`config.mk`:
```
export PLATFORM = sky130hd
export DESIGN_NAME = tm1638_sang_don
export DESIGN_NICKNAME = d
export VERILOG_FILES = /design/src/rtl/tm1638_sang_don.sv
export SDC_FILE = /design/constraint.sdc
export NUM_CORES = 1
export LEC_CHECK = 0
export ABC_AREA = 1
export CORE_UTILIZATION = 62
export CTS_BUF_LIST = sky130_fd_sc_hd__clkbuf_4 sky130_fd_sc_hd__clkbuf_8
export CTS_CLUSTER_DIAMETER = 120
export DETAILED_ROUTE_END_ITERATION = 6
export GPL_TIMING_DRIVEN = 0
export PLACE_DENSITY = 0.83
export SLEW_MARGIN = 10
export SYNTH_ARGS = -nofsm -noshare
export SYNTH_HDL_FRONTEND = slang
export SYNTH_SLANG_ARGS = --single-unit
```
`constraint.sdc`:
```
create_clock -name clki -period 4.8 [get_ports clki]
set_input_delay 0.48 -clock clki [delete_from_list [all_inputs] [get_ports clki]]
set_output_delay 0.48 -clock clki [all_outputs]
set_load 0.01 [all_outputs]
```
`src/rtl/tm1638_sang_don.sv`:
```
// TM1638 step display driver.
// Each rising edge of step_clk lights one more LED (0..8 lit, then wraps to
// none). Every change of the pattern is pushed to the TM1638 as a full frame:
// data-command, address + 16 data bytes, display-control.
//
// Handshake note: there is no valid/ready pair here. step_clk is a free-running
// asynchronous request. Any number of steps that land while a frame is on the
// wire collapse into a single pending flag, so the frame that follows always
// carries the newest pattern. busy is high for the whole frame.
`timescale 1ns/1ps
module tm1638_sang_don #(
    parameter int HALF_DIV = 25,
    parameter int STB_GAP  = 50
) (
    input  logic       clki,
    input  logic       rst,
    input  logic       step_clk,
    output logic       stb,
    output logic       sclk,
    output logic       dio,
    output logic       busy,
    output logic [7:0] led_state,
    output logic [2:0] dbg_state
);

    typedef enum logic [2:0] {
        IDLE    = 3'd0,
        STB_LO  = 3'd1,
        BIT_LO  = 3'd2,
        BIT_HI  = 3'd3,
        GRP_END = 3'd4,
        GAP     = 3'd5
    } state_t;

    localparam logic [7:0] HALF_LAST = 8'(HALF_DIV - 1);
    localparam logic [7:0] GAP_LAST  = 8'(STB_GAP - 1);

    state_t      state;
    logic        sync0, sync1, sync1_d;
    logic [1:0]  fill;
    logic        step_pulse;
    logic [3:0]  lit_cnt;
    logic        pending;
    logic        boot;
    logic [7:0]  frame;
    logic [7:0]  div;
    logic [2:0]  bit_cnt;
    logic [4:0]  byte_cnt;
    logic [1:0]  grp;
    logic [4:0]  nxt_idx;
    logic [2:0]  nxt_bit;
    logic [7:0]  nxt_byte;
    logic        last_byte;

    assign dbg_state = state;

    // Byte on the wire for a given group / byte position within that group.
    // Group 1 carries the address byte followed by D0..D15, where only the odd
    // D bytes hold an LED bit (bit 0 of the byte).
    function automatic logic [7:0] byte_of(input logic [1:0] g,
                                           input logic [4:0] idx,
                                           input logic [7:0] pat);
        logic [3:0] d_idx;
        logic [7:0] b;
        d_idx = idx[3:0] - 4'd1;
        b     = 8'h8F;
        case (g)
            2'd0: b = 8'h40;
            2'd1: begin
                if (idx == 5'd0)
                    b = 8'hC0;
                else if (d_idx[0])
                    b = {7'b0, pat[d_idx[3:1]]};
                else
                    b = 8'h00;
            end
            default: b = 8'h8F;
        endcase
        return b;
    endfunction

    // 2-FF synchroniser plus registered rising-edge detect. fill keeps the
    // detector blind until both compared flops hold real samples, so a
    // step_clk that is already high at reset release is not taken as a step.
    always_ff @(posedge clki or posedge rst) begin
        if (rst) begin
            sync0      <= 1'b0;
            sync1      <= 1'b0;
            sync1_d    <= 1'b0;
            fill       <= 2'd0;
            step_pulse <= 1'b0;
        end else begin
            sync0      <= step_clk;
            sync1      <= sync0;
            sync1_d    <= sync1;
            if (fill != 2'd3)
                fill <= fill + 2'd1;
            step_pulse <= (fill == 2'd3) && sync1 && !sync1_d;
        end
    end

    // Lit count and thermometer LED pattern; 8 lit wraps to none.
    always_ff @(posedge clki or posedge rst) begin
        if (rst) begin
            lit_cnt   <= 4'd0;
            led_state <= 8'h00;
        end else if (step_pulse) begin
            if (lit_cnt == 4'd8) begin
                lit_cnt   <= 4'd0;
                led_state <= 8'h00;
            end else begin
                lit_cnt   <= lit_cnt + 4'd1;
                led_state <= {led_state[6:0], 1'b1};
            end
        end
    end

    // Which bit goes on dio at the next sclk fall: the first bit of the group
    // from STB_LO, otherwise the bit after the one currently in its high phase.
    always_comb begin
        nxt_idx = byte_cnt;
        nxt_bit = bit_cnt;
        if (state == BIT_HI) begin
            nxt_bit = bit_cnt + 3'd1;
            if (bit_cnt == 3'd7)
                nxt_idx = byte_cnt + 5'd1;
        end
        nxt_byte  = byte_of(grp, nxt_idx, frame);
        last_byte = (grp == 2'd1) ? (byte_cnt == 5'd16) : 1'b1;
    end

    // Frame sequencer: pending/snapshot handling and the serial line timing.
    always_ff @(posedge clki or posedge rst) begin
        if (rst) begin
            state    <= IDLE;
            div      <= 8'd0;
            bit_cnt  <= 3'd0;
            byte_cnt <= 5'd0;
            grp      <= 2'd0;
            frame    <= 8'h00;
            stb      <= 1'b1;
            sclk     <= 1'b1;
            dio      <= 1'b1;
            busy     <= 1'b0;
            pending  <= 1'b0;
            boot     <= 1'b1;
        end else begin
            boot <= 1'b0;
            // A step in the same cycle as the frame launch keeps pending set.
            if (state == IDLE && pending)
                pending <= step_pulse;
            else if (step_pulse || boot)
                pending <= 1'b1;

            case (state)
                IDLE: begin
                    if (pending) begin
                        frame    <= led_state;
                        busy     <= 1'b1;
                        stb      <= 1'b0;
                        div      <= 8'd0;
                        grp      <= 2'd0;
                        byte_cnt <= 5'd0;
                        bit_cnt  <= 3'd0;
                        state    <= STB_LO;
                    end
                end
                STB_LO: begin
                    if (div == HALF_LAST) begin
                        div   <= 8'd0;
                        sclk  <= 1'b0;
                        dio   <= nxt_byte[nxt_bit];
                        state <= BIT_LO;
                    end else begin
                        div <= div + 8'd1;
                    end
                end
                BIT_LO: begin
                    if (div == HALF_LAST) begin
                        div   <= 8'd0;
                        sclk  <= 1'b1;
                        state <= BIT_HI;
                    end else begin
                        div <= div + 8'd1;
                    end
                end
                BIT_HI: begin
                    if (div == HALF_LAST) begin
                        div <= 8'd0;
                        if (bit_cnt == 3'd7 && last_byte) begin
                            bit_cnt  <= 3'd0;
                            byte_cnt <= 5'd0;
                            dio      <= 1'b1;
                            state    <= GRP_END;
                        end else begin
                            if (bit_cnt == 3'd7)
                                byte_cnt <= byte_cnt + 5'd1;
                            bit_cnt <= bit_cnt + 3'd1;
                            sclk    <= 1'b0;
                            dio     <= nxt_byte[nxt_bit];
                            state   <= BIT_LO;
                        end
                    end else begin
                        div <= div + 8'd1;
                    end
                end
                GRP_END: begin
                    if (div == HALF_LAST) begin
                        div   <= 8'd0;
                        stb   <= 1'b1;
                        state <= GAP;
                    end else begin
                        div <= div + 8'd1;
                    end
                end
                GAP: begin
                    if (div == GAP_LAST) begin
                        div <= 8'd0;
                        if (grp == 2'd2) begin
                            grp   <= 2'd0;
                            busy  <= 1'b0;
                            state <= IDLE;
                        end else begin
                            grp   <= grp + 2'd1;
                            stb   <= 1'b0;
                            state <= STB_LO;
                        end
                    end else begin
                        div <= div + 8'd1;
                    end
                end
                default: state <= IDLE;
            endcase
        end
    end

endmodule

```
==> flow_metrics.tcl <==
set metrics [dict create \
    vias 2455 \
    place_area_mm2 0.00316 \
    layout_commonest_cell "nand2_1" \
    crit_required_ps 5060 \
    synth_edf_count 0 \
    yosys_warnings 0 \
    finalSetupViolCount 0 \
    routed_wl_um 5710 \
    core_area_mm2 0.00441 \
    drt_first_pass_iters 4 \
    postCtsSetupBuffers 0 \
    die_y_um 70.4 \
    ctsResizeCount 0 \
    cts_hold_buf 0 \
    drc 0 \
    die_area_mm2 0.00496 \
    setup_tns_ps 0 \
    gp_congestion 0.851 \
    maxSlewHeadroom 0.605 \
    layout-drive-gt1-share 0.101 \
    ys.flop_type "dfrtp_1" \
    rsz0062_at_grt "no" \
    crit_arrival_ps 2630 \
    ys_ff_latch 53 \
    area_growth_pct 12.9 \
    grtUsageMet2 0.415 \
    status "completed" \
    dpl_worst_slack_ps 2510 \
    num-nets-final 401 \
    final_cell_area_mm2 0.00328 \
    overflow 0 \
    cts-root-buf "clkbuf_8" \
    cap_violations 0 \
    ir_drop_uv 353 \
    drtIter0Drc 120 \
    period_share 0.493 \
    dp_hpwl_um 4170 \
    yosys.area.top_type_share 0.422 \
    async_flop_share 1.00 \
    yosysTopAreaCell "dfrtp_1" \
    end_kind "flop" \
    cts.clk_slew.worst_paths_ps 100 \
    clockBufferDepth 2 \
    grt-busiest-layer "met2" \
    start_util 0.658 \
    cts_sinks 53 \
    via_per_inst 5.58 \
    routedWlPerCell_um 13.0 \
    setup_ws_ps 2430 \
    clock_skew_ps 6.90 \
    min_path_type "reg -> reg" \
    numCtsBuffers 5 \
    grt_pass1_wl_um 9960 \
    first_global_vias 2284 \
    min_period_ps 2370 \
    seq_area_frac_synth 0.458 \
    io_buffers 17 \
    die_x_um 70.4 \
    synth.area.top_cells "dfrtp_1 (42%), nand2_1 (12%), inv_1 (7.0%), o21ai_0 (5.5%), ha_1 (4.7%)" \
    final_cell_mix "nand2_1 (90), inv_1 (53), dfrtp_1 (49), o21ai_0 (32), nor2_1 (25)" \
    synthesis.area_per_instance_um2 8.02 \
    synth_cells 362 \
    cp_max_fo 6 \
    critPathKind "reg -> reg" \
    power_density_mw_per_mm2 521 \
    synth_nets 376 \
    insertion_delay_ps 320 \
    slew_violations 0 \
    antenna_cells 0 \
    antenna_found_initial 0 \
    yosysUniqueCellTypes 37 \
    fmax_ghz 0.422 \
    num_io_pins 18 \
    worstMarginPinSlew_ps 585 \
    grt_use_met3 0.0361 \
    syn_area_mm2 0.00290 \
    grt_start_max_net_pins 30 \
    power.leakage_nw 1.55 \
    cts_max_level 2 \
    startpoint_type "flop" \
    rows 24 \
    cts_tree "yes" \
    hold_violations 0 \
    grtUsageTotal 0.251 \
    met1_usage 0.339 \
    fin_hold_ws_ps 365 \
    ant_nets 0 \
]
## state kept, by name (all words and copies together) (netlist names)
| signal | count |
|---|---|
| div | 8 |
| frame | 8 |
| led_state | 8 |
| byte_cnt | 5 |
| lit_cnt | 4 |
| bit_cnt | 3 |
| dbg_state | 3 |
| fill | 2 |
| grp | 2 |
| boot | 1 |
| busy | 1 |
| dio | 1 |
| pending | 1 |
| sclk | 1 |
| stb | 1 |
| step_pulse | 1 |
| sync0 | 1 |
| sync1 | 1 |
| sync1_d | 1 |
## power by group
| part | switching [W] | total, W | internal, W |
|---|---|---|---|
| clock network | 0.000159 | 0.000319 | 0.000160 |
| logic | 0.000434 | 0.000717 | 0.000283 |
| registers | 0.0000996 | 0.000672 | 0.000573 |
| total | 0.000692 | 0.00171 | 0.00102 |
## per-stage QoR
step,power [W],util,instances
final,0.00171,0.743,440
after CTS,0.00171,0.743,440
after floorplan,0.00118,-,362
after detailed placement,0.00139,0.716,432
after global placement,0.00136,0.711,431
after global routing,0.00183,0.743,440
## cell type report
class | instances | area, um^2
plain buffers | 4 | 32.5
clock buffers | 5 | 68.8
clock inverters | 3 | 50.0
fillers | 358 | 1140
inverters | 57 | 214
multi-input cells | 248 | 1330
flip-flops and latches | 53 | 1330
well taps | 52 | 65.1
repair buffers | 18 | 190
## critical path: stages (launching register included)
cell and delay [ps]:
dfrtp_1 430, ha_1 220, ha_1 290, inv_1 140, o21ai_0 170, nand2_1 120, o21ai_0 350, nand2_1 120
nor2_2 150, nand2_1 60, nand2_1 70, a21oi_1 70, a21oi_2 130
## layer usage
metal	share of wire	vias up	wire, um
met2	0.47	57	2690
li1	-	1225	-
met1	0.48	1167	2730
met4	0.011	0	65
met3	0.039	6	220
met5	0	-	0
## cells in the mapped netlist (3+ instances only)
cell and n:
o22ai_1 14, dfstp_2 4, xor2_1 3, o21ai_0 32
dfrtp_1 49, inv_2 3, a21oi_1 12, inv_1 54
nand2_1 90, nor3_1 8, nand2_2 4, ha_1 11
nor2_2 3, nand3_1 19, nand4_1 5, nor2_1 25
## kinds of logic (layout without fill, tap and decap cells)
group | Yosys count | after routing | synth area share
AOI/OAI and AO/OA | 67 | 67 | 0.131
xor gates and xnor gates | 4 | 4 | 0.0121
adders and majority gates | 11 | 11 | 0.0474
buffers and inverters | 61 | 87 | 0.0849
DFF | 53 | 53 | 0.458
muxes | 1 | 1 | 0.00388
other | 1 | 1 | 0.00129
and+or+nand+nor | 164 | 164 | 0.261
## worst paths after layout
check | start | end | slack, ps | cells past startpoint
min in group asynchronous | rst | div[1]$_DFFE_PP0P_ | 520 | 2
worst min-delay path | sync0$_DFF_PP0_ | sync1$_DFF_PP0_ | 370 | 0
max in group asynchronous | rst | boot$_DFF_PP1_ | 3670 | 3
worst min register to register | sync0$_DFF_PP0_ | sync1$_DFF_PP0_ | 370 | 0
worst max-delay path | bit_cnt[0]$_DFFE_PP0P_ | dio$_DFFE_PP1P_ | 2430 | 12
worst max register to register | bit_cnt[0]$_DFFE_PP0P_ | dio$_DFFE_PP1P_ | 2430 | 12
No activity file was read; power rests on OpenSTA's default activity.
